<file path="src/rtl/apb_pkg.sv">
// Shared definitions for the APB multi-slave bridge: FSM state encoding
// and the error-cause codes reported on Error_Identify.
package apb_pkg;

  // Bridge FSM states; the encoding is visible to anyone probing state_q.
  typedef enum logic [1:0] {
    IDLE   = 2'd0,
    SETUP  = 2'd1,
    ACCESS = 2'd2
  } state_t;

  // Cause of the most recent completion.
  typedef enum logic [2:0] {
    ERR_NONE    = 3'd0,
    ERR_DECODE  = 3'd1,
    ERR_TIMEOUT = 3'd2,
    ERR_SLVERR  = 3'd3
  } err_t;

endpackage

</file>
<file path="src/rtl/apb_slave_mux.sv">
// Address decode and response mux for the APB interconnect. The slave index
// is the top SELW bits of the address; indices at or beyond NSLV are a decode
// error and select nobody. Responses from unselected slaves never reach the
// bridge.
module apb_slave_mux #(
  parameter int NSLV = 3,
  parameter int AW   = 5,
  parameter int DW   = 32
) (
  input  logic                 active_i,
  input  logic [AW-1:0]        paddr_i,
  input  logic [NSLV-1:0]      pready_s_i,
  input  logic [NSLV*DW-1:0]   prdata_s_i,
  input  logic [NSLV-1:0]      pslverr_s_i,
  output logic [NSLV-1:0]      psel_o,
  output logic                 dec_err_o,
  output logic                 pready_o,
  output logic [DW-1:0]        prdata_o,
  output logic                 pslverr_o
);

  localparam int SELW = $clog2(NSLV);

  logic [SELW-1:0] idx;

  assign idx       = paddr_i[AW-1 -: SELW];
  assign dec_err_o = (int'(idx) >= NSLV);

  // One-hot select and response steering for the addressed slave only.
  always_comb begin
    // NOTE: every output gets a default before the loop so no path leaves a
    // value unassigned, which would otherwise infer a latch.
    psel_o    = '0;
    pready_o  = 1'b0;
    prdata_o  = '0;
    pslverr_o = 1'b0;
    for (int i = 0; i < NSLV; i++) begin
      if (active_i && (int'(idx) == i)) begin
        psel_o[i] = 1'b1;
        pready_o  = pready_s_i[i];
        prdata_o  = prdata_s_i[i*DW +: DW];
        pslverr_o = pslverr_s_i[i];
      end
    end
  end

endmodule

</file>
<file path="src/rtl/apb_multi_bridge.sv">
// APB master bridge driving NSLV slaves. Takes single read/write requests,
// runs SETUP/ACCESS, and reports completion with a one-cycle done pulse plus
// a held error cause (decode, wait-state timeout, or slave error).
module apb_multi_bridge #(
  parameter int NSLV    = 3,
  parameter int AW      = 5,
  parameter int DW      = 32,
  parameter int TIMEOUT = 16
) (
  input  logic                 pclk,
  input  logic                 Reset,
  input  logic                 transfer,
  input  logic                 pwrite,
  input  logic [AW-1:0]        addr,
  input  logic [DW-1:0]        write_data,
  output logic [DW-1:0]        read_data,
  output logic                 done,
  output logic                 PSLVERR,
  output logic [2:0]           Error_Identify,
  output logic [NSLV-1:0]      psel,
  output logic                 penable,
  output logic                 pwrite_slave,
  output logic [AW-1:0]        paddr,
  output logic [DW-1:0]        pwdata,
  input  logic [NSLV-1:0]      pready_s,
  input  logic [NSLV*DW-1:0]   prdata_s,
  input  logic [NSLV-1:0]      pslverr_s
);

  import apb_pkg::*;

  // Counter wide enough to reach TIMEOUT; a 1-bit stub when disabled.
  localparam int CW      = (TIMEOUT > 0) ? $clog2(TIMEOUT + 1) : 1;
  localparam int TO_LAST = (TIMEOUT > 0) ? TIMEOUT - 1 : 0;

  state_t          state_q;
  logic [AW-1:0]   paddr_q;
  logic [DW-1:0]   pwdata_q;
  logic            pwrite_q;
  logic            penable_q;
  logic            done_q;
  logic            pslverr_q;
  err_t            err_q;
  logic [DW-1:0]   rdata_q;
  logic [CW-1:0]   cnt_q;
  logic [CW-1:0]   cnt_d;

  logic            sel_ready;
  logic            sel_err;
  logic [DW-1:0]   sel_rdata;
  logic            dec_err;
  logic            in_access;
  logic            timeout_hit;
  logic            complete;
  err_t            err_code;

  assign in_access = (state_q == ACCESS);

  apb_slave_mux #(
    .NSLV (NSLV),
    .AW   (AW),
    .DW   (DW)
  ) u_mux (
    .active_i    (state_q != IDLE),
    .paddr_i     (paddr_q),
    .pready_s_i  (pready_s),
    .prdata_s_i  (prdata_s),
    .pslverr_s_i (pslverr_s),
    .psel_o      (psel),
    .dec_err_o   (dec_err),
    .pready_o    (sel_ready),
    .prdata_o    (sel_rdata),
    .pslverr_o   (sel_err)
  );

  // The watchdog fires on the ACCESS cycle whose un-ready edge would bring
  // the count up to TIMEOUT; a PREADY on that same cycle still wins.
  assign timeout_hit = (TIMEOUT != 0) && in_access && !sel_ready &&
                       (cnt_q == CW'(TO_LAST));
  assign complete    = in_access && (dec_err || sel_ready || timeout_hit);

  // Completion cause, decode first, then slave error, then timeout.
  always_comb begin
    err_code = ERR_NONE;
    if (dec_err)
      err_code = ERR_DECODE;
    else if (sel_ready && sel_err)
      err_code = ERR_SLVERR;
    else if (timeout_hit)
      err_code = ERR_TIMEOUT;
  end

  // Wait-state count: cleared in SETUP, advanced on each un-ready ACCESS cycle.
  always_comb begin
    cnt_d = cnt_q;
    if (state_q == SETUP)
      cnt_d = '0;
    else if (in_access && !sel_ready && (TIMEOUT != 0))
      cnt_d = cnt_q + CW'(1);
  end

  // Timeout counter register.
  always_ff @(posedge pclk or posedge Reset) begin
    if (Reset)
      cnt_q <= '0;
    else
      cnt_q <= cnt_d;
  end

  // Bridge FSM with its registered APB and completion outputs.
  always_ff @(posedge pclk or posedge Reset) begin
    if (Reset) begin
      state_q   <= IDLE;
      paddr_q   <= '0;
      pwdata_q  <= '0;
      pwrite_q  <= 1'b0;
      penable_q <= 1'b0;
      done_q    <= 1'b0;
      pslverr_q <= 1'b0;
      err_q     <= ERR_NONE;
      rdata_q   <= '0;
    end else begin
      // NOTE: non-blocking assignments here so every register samples the
      // pre-edge values, independent of statement order in this block.
      done_q <= 1'b0;
      case (state_q)
        IDLE: begin
          if (transfer) begin
            state_q  <= SETUP;
            paddr_q  <= addr;
            pwdata_q <= write_data;
            pwrite_q <= pwrite;
          end
        end
        SETUP: begin
          state_q   <= ACCESS;
          penable_q <= 1'b1;
        end
        ACCESS: begin
          if (complete) begin
            penable_q <= 1'b0;
            done_q    <= 1'b1;
            err_q     <= err_code;
            pslverr_q <= (err_code != ERR_NONE);
            if (!pwrite_q && (err_code == ERR_NONE))
              rdata_q <= sel_rdata;
            if (transfer) begin
              state_q  <= SETUP;
              paddr_q  <= addr;
              pwdata_q <= write_data;
              pwrite_q <= pwrite;
            end else begin
              state_q <= IDLE;
            end
          end
        end
        default: begin
          state_q   <= IDLE;
          penable_q <= 1'b0;
        end
      endcase
    end
  end

  assign read_data      = rdata_q;
  assign done           = done_q;
  assign PSLVERR        = pslverr_q;
  assign Error_Identify = err_q;
  assign penable        = penable_q;
  assign pwrite_slave   = pwrite_q;
  assign paddr          = paddr_q;
  assign pwdata         = pwdata_q;

endmodule

</file>
<file path="config.mk">
export PLATFORM = sky130hd
export DESIGN_NAME = apb_multi_bridge
export DESIGN_NICKNAME = d
export VERILOG_FILES = /design/src/rtl/apb_pkg.sv /design/src/rtl/apb_slave_mux.sv /design/src/rtl/apb_multi_bridge.sv
export SDC_FILE = /design/constraint.sdc
export NUM_CORES = 1
export LEC_CHECK = 0
export BUFFER_PORTS_ARGS = -buffer_cell sky130_fd_sc_hd__buf_2
export CORE_ASPECT_RATIO = 1.4
export CORE_MARGIN = 5
export CORE_UTILIZATION = 44
export CTS_BUF_LIST = sky130_fd_sc_hd__clkbuf_16
export DETAILED_ROUTE_END_ITERATION = 10
export PLACE_DENSITY = 0.82
export RECOVER_POWER = 50
export SLEW_MARGIN = 25
export SYNTH_ARGS = -nofsm -noshare
export SYNTH_HDL_FRONTEND = slang
export SYNTH_SLANG_ARGS = --single-unit
</file>
<file path="constraint.sdc">
create_clock -name pclk -period 3 [get_ports pclk]
set_clock_uncertainty 0.05 [all_clocks]
set_input_delay 0.6 -clock pclk [delete_from_list [all_inputs] [get_ports pclk]]
set_output_delay 0.6 -clock pclk [all_outputs]
set_load 0.005 [all_outputs]
</file>
==> flow_metrics.tcl <==
set metrics [dict create \
    finalNetCount 670 \
    status "finished, final reports clean" \
    wl_met3_um 767 \
    ioPinCount 222 \
    cts_num_sinks 82 \
    timing.slew.headroom 0.1644 \
    path_cells "nor2_2 -> nor3b_2 -> buf_4 -> buf_2" \
    io_buffers 220 \
    setup_viol 0 \
    routed.top_layer "met4" \
    postCtsSetupBuffers 0 \
    power_mw 5.312 \
    worst_pin_slew_ps 1246 \
    design.core.area_um2 8608 \
    grt_pass1_wl_mm 17.71 \
    synth_seq_cells 82 \
    via_per_inst 5.384 \
    cp_max_fo 33 \
    post-place-ws_ps 559.8 \
    first_pass_iters 8 \
    finalHoldViolations 0 \
    synth_seq_area_share 0.5284 \
    synth.avg_cell_area_um2 12.49 \
    ant_nets 0 \
    ys_warn_count 0 \
    ctsHoldBuffers 0 \
    grt_pass1_vias 3573 \
    ys.flop_type "dfrtp_1" \
    gp_congestion 0.8095 \
    cts_buffers 9 \
    path_class "flip-flop to output pin" \
    clkPwrFrac 0.208 \
    power_switching_mw 1.919 \
    start_util 0.4512 \
    hold_class "input pin to flip-flop" \
    drv_cap 0 \
    placedCellCount 619 \
    final_cells 636 \
    die_h_um 121.2 \
    path_clk_slew_ps 60 \
    slowest_delay_ps 630 \
    rsz0062_at_grt "false" \
    drt-total-wl_mm 11.37 \
    period_share 0.8404 \
    max_clock_freq_mhz 396.6 \
    timing.hold.ws_ps 442.9 \
    grt_overflow_total 0 \
    wl_met2_mm 6.173 \
    tns_ps 0 \
    arrival_ps 1870 \
    grt_max_degree 40 \
    ys_async_sr_fraction 1.000 \
    drt-initial-drc-count 234 \
    die_w_um 89.40 \
    cts.path.max_buffers 2 \
    pwr-share-seq 0.379 \
    layout-drive-gt1-share 0.5000 \
    synth_edf_count 0 \
    combPwrFrac 0.413 \
    die-area_um2 10830 \
    p_int_mw 3.393 \
    p_leak_nw 2.577 \
    vias 3424 \
    wl_per_cell_um 17.88 \
    synth_cell_types 43 \
    worst_slack_ps 478.8 \
    area_delta_synth_final_pct 36.69 \
    synth_area_um2 3884 \
    slowest_stage "dfrtp_1" \
    synth.net_count 456 \
    worstPathRequired_ps 2350 \
    swShare 0.3613 \
    wl_met1_mm 3.926 \
    cts_resized 0 \
    slew_violations 0 \
    track_usage 0.2126 \
    drc 0 \
    powerDensity_nw_per_um2 1001 \
    root_buffer "clkbuf_16" \
    h-tree-depth 3 \
    crit_path_start_kind "flip-flop" \
    insertion_delay_ps 330 \
    antenna_found_initial 1 \
    syn_inst 311 \
    place_hpwl_mm 8.871 \
    rows 40 \
    cp-end-kind "output pin" \
    fin_crit_ps 2521 \
    cts_tree "done" \
    peakVddDrop_uv 549.4 \
]
[cells in the mapped netlist (2+ instances only)]
| library cell | number | area [um^2] |
|---|---|---|
| clkbuf_1 | 12 | 45.04 |
| o22ai_1 | 3 | 18.77 |
| ha_1 | 2 | 25.02 |
| nor2_1 | 5 | 18.77 |
| mux2_2 | 38 | 427.9 |
| o21ai_0 | 6 | 30.03 |
| nand3_1 | 2 | 10.01 |
| dfrtp_1 | 82 | 2052 |
| a222oi_1 | 32 | 320.3 |
| a2bb2oi_1 | 2 | 17.52 |
| mux2i_1 | 32 | 320.3 |
| a31oi_1 | 2 | 12.51 |
| and2_1 | 2 | 12.51 |
| buf_6 | 7 | 78.83 |
| nor2b_1 | 5 | 31.28 |
| a21oi_1 | 2 | 10.01 |
| nand2_1 | 6 | 22.52 |
| buf_2 | 4 | 20.02 |
| inv_1 | 43 | 161.4 |
[worst max-delay path: cells and delay by family (launching register included)]
kind / cells / cell delay, ps
buffers and inverters: 2 / 520
DFF: 1 / 630
and+or+nand+nor: 2 / 370
[through the flow]
step	utilization	instance area, um^2
4_1_cts	0.6208	5344
6_report	0.6167	5309
3_5_place_dp	0.5856	5041
3_3_place_gp	0.5856	5041
2_1_floorplan	-	3884
5_1_grt	0.6167	5309
[logic make-up after synthesis]
kind of cell    share of synthesized area
flops                              0.5284
simple gates                      0.05058
buf+inv                           0.08054
other cells                     0.0009656
compound gates                     0.1405
mux                                0.1927
fa+ha+maj                        0.006442
[routing by layer]
layer | vias up | GRT usage
met5 | - | 0
li1 | 1572 | -
met4 | 0 | 0.1192
met3 | 37 | 0.05231
met2 | 155 | 0.3607
met1 | 1660 | 0.2367
[state kept, by name (all words and copies together), names as in the netlist]
name            flops
read_data          32
penable             1
PSLVERR             1
done                1
cnt_q               5
state_q             2
Error_Identify      2
pwrite_slave        1
pwdata             32
paddr               5
[cell type report]
cell class	count	area (um^2)
Antenna cell	1	2.502
Multi-Input combinational cell	162	1541
Tap cell	105	131.4
Inverter	43	162.7
Fill cell	745	3299
Timing Repair Buffer	227	1116
Sequential cell	82	2052
Clock inverter	7	77.57
Clock buffer	9	225.2
[cells in the final DEF (no fill, tap or decap), types with 2 or more instances in the layout]
| cell type | count |
|---|---|
| dfrtp_1 | 82 |
| ha_1 | 2 |
| nor2_1 | 5 |
| clkbuf_1 | 26 |
| a31oi_1 | 2 |
| clkbuf_16 | 9 |
| nand3_1 | 2 |
| o21ai_0 | 6 |
| mux2_2 | 38 |
| clkinvlp_4 | 2 |
| and2_1 | 2 |
| nor2b_1 | 4 |
| buf_2 | 194 |
| nand2_1 | 6 |
| a2bb2oi_1 | 2 |
| o22ai_1 | 3 |
| a222oi_1 | 32 |
| a21oi_1 | 2 |
| buf_4 | 5 |
| mux2i_1 | 32 |
| inv_1 | 42 |
| clkbuf_2 | 2 |
[worst paths after layout]
check	from	to	slack, ps	cells past startpoint
max in group asynchronous	Reset	pwdata[29]	1160	3
min in group asynchronous	Reset	pwdata[2]	460	2
min reg2reg	pwdata[14]	pwdata[14]	450	1
min	write_data[14]	pwdata[14]	440	2
max	state_q[1]	psel[1]	480	4
max reg2reg	state_q[1]	paddr[0]	570	5
[power by group through the flow]
stage	clock network, mW	registers, mW	logic (mW)
2_1_floorplan	0	1.97	1.36
3_3_place_gp	0	1.99	2.17
3_5_place_dp	0	2.02	2.26
4_1_cts	1.13	2.01	2.27
5_1_grt	1.18	2.09	2.42
6_report	1.10	2.01	2.20
Power figures use the tool's default switching activity.
